===== src/rtl/core_pkg.sv =====
// rtl/core_pkg.sv - shared types for the writeback stage
package core_pkg;

  typedef enum logic [2:0] {
    LB  = 3'b000,
    LH  = 3'b001,
    LW  = 3'b010,
    LBU = 3'b100,
    LHU = 3'b101
  } load_op_e;

  typedef enum logic [1:0] {
    S_IDLE,
    S_WRITE,
    S_WAIT
  } wb_state_e;

  // Context of a load held while its bus response is outstanding
  typedef struct packed {
    logic [4:0] rd;
    logic       rd_wen;
    logic [2:0] load_op;
    logic [1:0] addr_lo;
  } load_ctx_t;

endpackage


===== src/rtl/load_data_align.sv =====
// rtl/load_data_align.sv - byte/half selection and sign/zero extension of load data
module load_data_align
  import core_pkg::*;
(
  input  logic [31:0] rdata,
  input  logic [2:0]  load_op,
  input  logic [1:0]  addr_lo,
  output logic [31:0] result
);

  logic [31:0] byte_shift;
  logic [31:0] half_shift;
  logic [7:0]  byte_sel;
  logic [15:0] half_sel;

  assign byte_shift = rdata >> {addr_lo, 3'b000};
  assign half_shift = rdata >> {addr_lo[1], 4'b0000};
  assign byte_sel   = byte_shift[7:0];
  assign half_sel   = half_shift[15:0];

  // Unlisted funct3 codes fall through to the full word
  always_comb begin
    result = rdata;
    case (load_op)
      LB:      result = {{24{byte_sel[7]}}, byte_sel};
      LBU:     result = {24'h0, byte_sel};
      LH:      result = {{16{half_sel[15]}}, half_sel};
      LHU:     result = {16'h0, half_sel};
      default: result = rdata;
    endcase
  end

endmodule


===== src/rtl/core_wb_stage.sv =====
// rtl/core_wb_stage.sv - writeback stage driving the register file write port
module core_wb_stage
  import core_pkg::*;
#(
  parameter int unsigned LOAD_TIMEOUT = 64
)
(
  input  logic        clk,
  input  logic        rst_sync,
  input  logic        stall_n,
  input  logic        in_valid,
  output logic        in_ready,
  input  logic [4:0]  in_rd,
  input  logic        in_rd_wen,
  input  logic        in_is_load,
  input  logic [2:0]  in_load_op,
  input  logic [1:0]  in_addr_lo,
  input  logic [31:0] in_result,
  input  logic [31:0] bus_rdata,
  input  logic        bus_rvalid,
  output logic [4:0]  reg_waddr,
  output logic [31:0] reg_wdata,
  output logic        reg_wen,
  output logic        stall_req,
  output logic        load_fault
);

  localparam logic [15:0] CNT_LAST = 16'(LOAD_TIMEOUT - 1);

  wb_state_e   state, state_nx;
  load_ctx_t   ctx, ctx_nx;
  logic [15:0] cnt, cnt_nx;
  logic [4:0]  waddr_nx;
  logic [31:0] wdata_nx;
  logic        wen_nx;
  logic        fault_nx;
  logic [31:0] aligned;
  logic        accept;

  assign in_ready  = (state != S_WAIT);
  assign stall_req = (state == S_WAIT) && !bus_rvalid;
  assign accept    = in_valid && in_ready && stall_n;

  load_data_align u_align (
    .rdata   (bus_rdata),
    .load_op (ctx.load_op),
    .addr_lo (ctx.addr_lo),
    .result  (aligned)
  );

  always_comb begin
    state_nx = state;
    ctx_nx   = ctx;
    cnt_nx   = cnt;
    waddr_nx = reg_waddr;
    wdata_nx = reg_wdata;
    wen_nx   = 1'b0;
    fault_nx = 1'b0;
    case (state)
      S_IDLE, S_WRITE: begin
        if (accept) begin
          if (in_is_load) begin
            ctx_nx   = '{rd: in_rd, rd_wen: in_rd_wen, load_op: in_load_op, addr_lo: in_addr_lo};
            cnt_nx   = '0;
            state_nx = S_WAIT;
          end else begin
            waddr_nx = in_rd;
            wdata_nx = in_result;
            wen_nx   = in_rd_wen && (in_rd != 5'd0);
            state_nx = S_WRITE;
          end
        end else begin
          state_nx = S_IDLE;
        end
      end
      S_WAIT: begin
        // A response arriving in the timeout cycle still completes normally
        if (bus_rvalid) begin
          waddr_nx = ctx.rd;
          wdata_nx = aligned;
          wen_nx   = ctx.rd_wen && (ctx.rd != 5'd0);
          state_nx = S_WRITE;
        end else if (cnt == CNT_LAST) begin
          fault_nx = 1'b1;
          state_nx = S_IDLE;
        end else begin
          cnt_nx = cnt + 16'd1;
        end
      end
      default: state_nx = S_IDLE;
    endcase
  end

  always_ff @(posedge clk or posedge rst_sync) begin
    if (rst_sync) begin
      state      <= S_IDLE;
      ctx        <= '0;
      cnt        <= '0;
      reg_waddr  <= '0;
      reg_wdata  <= '0;
      reg_wen    <= 1'b0;
      load_fault <= 1'b0;
    end else if (stall_n) begin
      state      <= state_nx;
      ctx        <= ctx_nx;
      cnt        <= cnt_nx;
      reg_waddr  <= waddr_nx;
      reg_wdata  <= wdata_nx;
      reg_wen    <= wen_nx;
      load_fault <= fault_nx;
    end
  end

endmodule


===== config.mk =====
export PLATFORM = sky130hd
export DESIGN_NAME = core_wb_stage
export DESIGN_NICKNAME = d
export VERILOG_FILES = /design/src/rtl/core_pkg.sv /design/src/rtl/load_data_align.sv /design/src/rtl/core_wb_stage.sv
export SDC_FILE = /design/constraint.sdc
export NUM_CORES = 1
export LEC_CHECK = 0
export BUFFER_PORTS_ARGS = -buffer_cell sky130_fd_sc_hd__buf_2
export CORE_ASPECT_RATIO = 1.4
export CORE_UTILIZATION = 40
export CTS_BUF_LIST = sky130_fd_sc_hd__clkbuf_4 sky130_fd_sc_hd__clkbuf_8
export DETAILED_ROUTE_END_ITERATION = 8
export HOLD_SLACK_MARGIN = 0.03
export SLEW_MARGIN = 20
export SYNTH_ARGS = -nofsm -noshare
export SYNTH_HDL_FRONTEND = slang
export SYNTH_HIERARCHICAL = 1
export SYNTH_SLANG_ARGS = --single-unit

===== constraint.sdc =====
create_clock -name clk -period 3.41 [get_ports clk]
set_input_delay 0.682 -clock clk [delete_from_list [all_inputs] [get_ports clk]]
set_output_delay 0.682 -clock clk [all_outputs]
set_load 0.01 [all_outputs]

==> summary.md <==
| Metric | Value |
|---|---|
| Placed wire-length estimate | 7.963 mm |
| Top-area cell type share of the netlist area | approximately 43% |
| Post-synth top flop | dfrtp_1 |
| Buffers on Ports | between 100 and 150 |
| WL/cell | 16.09 um |
| Synth warn | 6 |
| Total routed wirelength | 10.79 mm |
| Max-slew headroom | 40.64% |
| Synthesized flop and latch total | 68 |
| Clock root buffer | clkbuf_8 |
| Max-Cap Viols | 0 |
| Skew final | 0.01104 ns |
| Pwr/cell area | about 550 mW/mm2 |
| Synth unique cells | 61 |
| Syn Area/Cell | 9.328 um2 |
| Hold-fix buffers, CTS | 0 |
| Vias | between 3000 and 4000 |
| Critical path arrival | 2.59 ns |
| Die ar. | 0.01030 mm2 |
| Top post-synthesis cells by count | 84 x nand2_1, 68 x dfrtp_1, 48 x o21ai_0 |
| Top cell type by total area after synthesis | dfrtp_1 |
| Routability Congestion | between 0.9 and 1 |
| Residual DRC | 0 |
| Clk_lat worst skew | about 0.36 ns |
| Sequential fraction of the synthesis area | 43.02% |
| CP Max Fanout | 12 |
| Layout net count | 615 |
| Initial Util | approximately two fifths |
| Most common cell in the netlist | nand2_1 |
| Vias in the first global route | 3507 |
| Max clock buf depth | 2 |
| Unrepaired setup endpoints after global routing | false |
| Mapped cell area | around 0.004 mm2 |
| Fmax | 0.4201 GHz |
| Fin crit period | 2.380 ns |
| Final setup fails | 0 |
| Initial antenna violation count | 1 |
| DRT Pass-1 Iters | 4 |
| Core Area | between 0.009 and 0.01 mm2 |
| Setup_tns | 0 ns |
| Height of the die | 119.7 um |
| Layout area overhead | 21.83% |
| GRT overflow | 0 |
| Vias/cell | 5.213 |
| Pleak | 2.269 nW |
| WP data required | 3.62 ns |
| Crit path kind | reg2reg |
| Die W | 86.04 um |
| Clock transition at path regs | roughly 0.080 ns |
| Postcts setup bufs | 0 |
| Share of post-route cells with drive strength above 1 | 32.90% |
| Post-route clock period utilization | 69.81% |
| Post-Syn Nets | 506 |
| Top Ports | 122 |
| CP Launch Type | flip-flop |
| Hold_ws | around 0.48 ns |
| Area contributors post-synth | dfrtp_1 43%, mux2i_1 11%, nand2_1 8.0% |
| Hold WC Path Type | reg2reg |
| TritonCTS clock tree | built |
| Status | completed |
| Num CTS Buffers | 9 |
| Crit. End Element | flip-flop |
| Largest net degree at the start of global routing | between 70 and 80 |
| Clock sinks | 68 |
| EDFF count, synth | 0 |
| Layout Utilization | 50.66% |
| Pins Over Slew Limit | 0 |
| Global-route wire length before repair | 17.40 mm |
| Syn Inst Count | 424 |
| CTS resizes | 0 |
| Post-synth ARST share | 100.0% |
| Final ANT Viol Nets | 0 |
| Final hold viol count | 0 |
| H-tree depth | 3 |
| Worst slew pin tran | a little under 0.9 ns |
| DRT iter0 DRCs | 157 |
| GRT Overall Usage | between 20% and 30% |
| Row count | 42 |
| Maximum vdd drop | between 0.3 and 0.4 mV |
-- critical path: stages, from the launching register on --
cell     delay, ns
dfrtp_1       0.55
nor2b_1       0.65
nor2_1        0.28
a22oi_1       0.36
o21ai_0       0.16
mux2i_1       0.15
o21ai_0       0.09
-- report_power, final --
part           internal (mW)  leakage (nW)  switching, mW  total (mW)
logic                  0.374          1.31          0.483       0.858
registers              0.984         0.864          0.155        1.14
clock network          0.305        0.0957          0.328       0.633
-- state kept, by name (all words and copies together) (netlist names) --
name / flops
cnt: 16
ctx: 11
load_fault: 1
reg_waddr: 5
reg_wdata: 32
reg_wen: 1
state: 2
-- worst paths after layout --
kind                                               start                        end  slack, ns  cells past startpoint
worst min register to register  reg_wdata[4]$_DFFE_PP0P_   reg_wdata[4]$_DFFE_PP0P_       0.48                      2
max in group asynchronous                       rst_sync   reg_wdata[7]$_DFFE_PP0P_       2.24                      3
worst min-delay path            reg_wdata[4]$_DFFE_PP0P_   reg_wdata[4]$_DFFE_PP0P_       0.48                      2
worst max register to register        ctx[2]$_DFFE_PP0P_   reg_wdata[1]$_DFFE_PP0P_       1.03                      6
min in group asynchronous                       rst_sync  reg_wdata[21]$_DFFE_PP0P_       0.56                      3
worst max-delay path                  ctx[2]$_DFFE_PP0P_   reg_wdata[1]$_DFFE_PP0P_       1.03                      6
-- layout make-up --
type                            count  area, um2
Clock buffer                       11      151.4
Tap cell                          132      165.2
Multi-Input combinational cell    317       2082
Antenna cell                        1      2.502
Sequential cell                    68       1702
Fill cell                         911       4693
Inverter                           12      45.04
Timing Repair Buffer              125      635.6
Clock inverter                      5      35.03
-- stage by stage --
stage	power, mW	cells	setup slack (ns)	instance area, um2
6_report	2.630	671	1.030	4818
2_1_floorplan	1.688	424	1.016	3955
3_5_place_dp	2.019	654	0.9969	4629
4_1_cts	2.655	670	1.064	4816
5_1_grt	2.808	671	0.8812	4818
3_3_place_gp	2.006	654	1.021	4629
-- placed cells by master, fill, tap and decap left out, drive strengths merged, types with 2 or more instances in the layout --
cell type,count
a21boi,4
a21o,3
a21oi,11
a22oi,8
a2bb2oi,3
a31oi,13
a41oi,3
and2,2
buf,125
clkbuf,11
clkinv,4
dfrtp,68
inv,12
mux2,16
mux2i,42
nand2,87
nand3,8
nand4,5
nor2,11
nor2b,6
nor3,5
nor3b,3
nor4,4
o211ai,3
o21a,3
o21ai,56
o21bai,2
or4,4
-- cells by family (layout without fill, tap and decap cells) --
logic type | Yosys count | after routing | share of synthesized area [%]
compound gates | 113 | 113 | 18.03
flops | 68 | 68 | 43.02
simple gates | 144 | 144 | 18.06
buf+inv | 39 | 153 | 4.809
mux | 59 | 59 | 15.75
fa+ha+maj | 1 | 1 | 0.3163
other cells | 0 | 1 | 0
-- routing by layer --
layer,share of wire [%],vias up,routed length [um],GRT usage (%)
li1,-,1733,-,-
met4,3.4,0,363,10.31
met2,50,96,5443,35.91
met1,42,1650,4520,27.35
met5,0,-,0,0
met3,4.3,19,466,4.746
No activity file was read; power rests on OpenSTA's default activity.
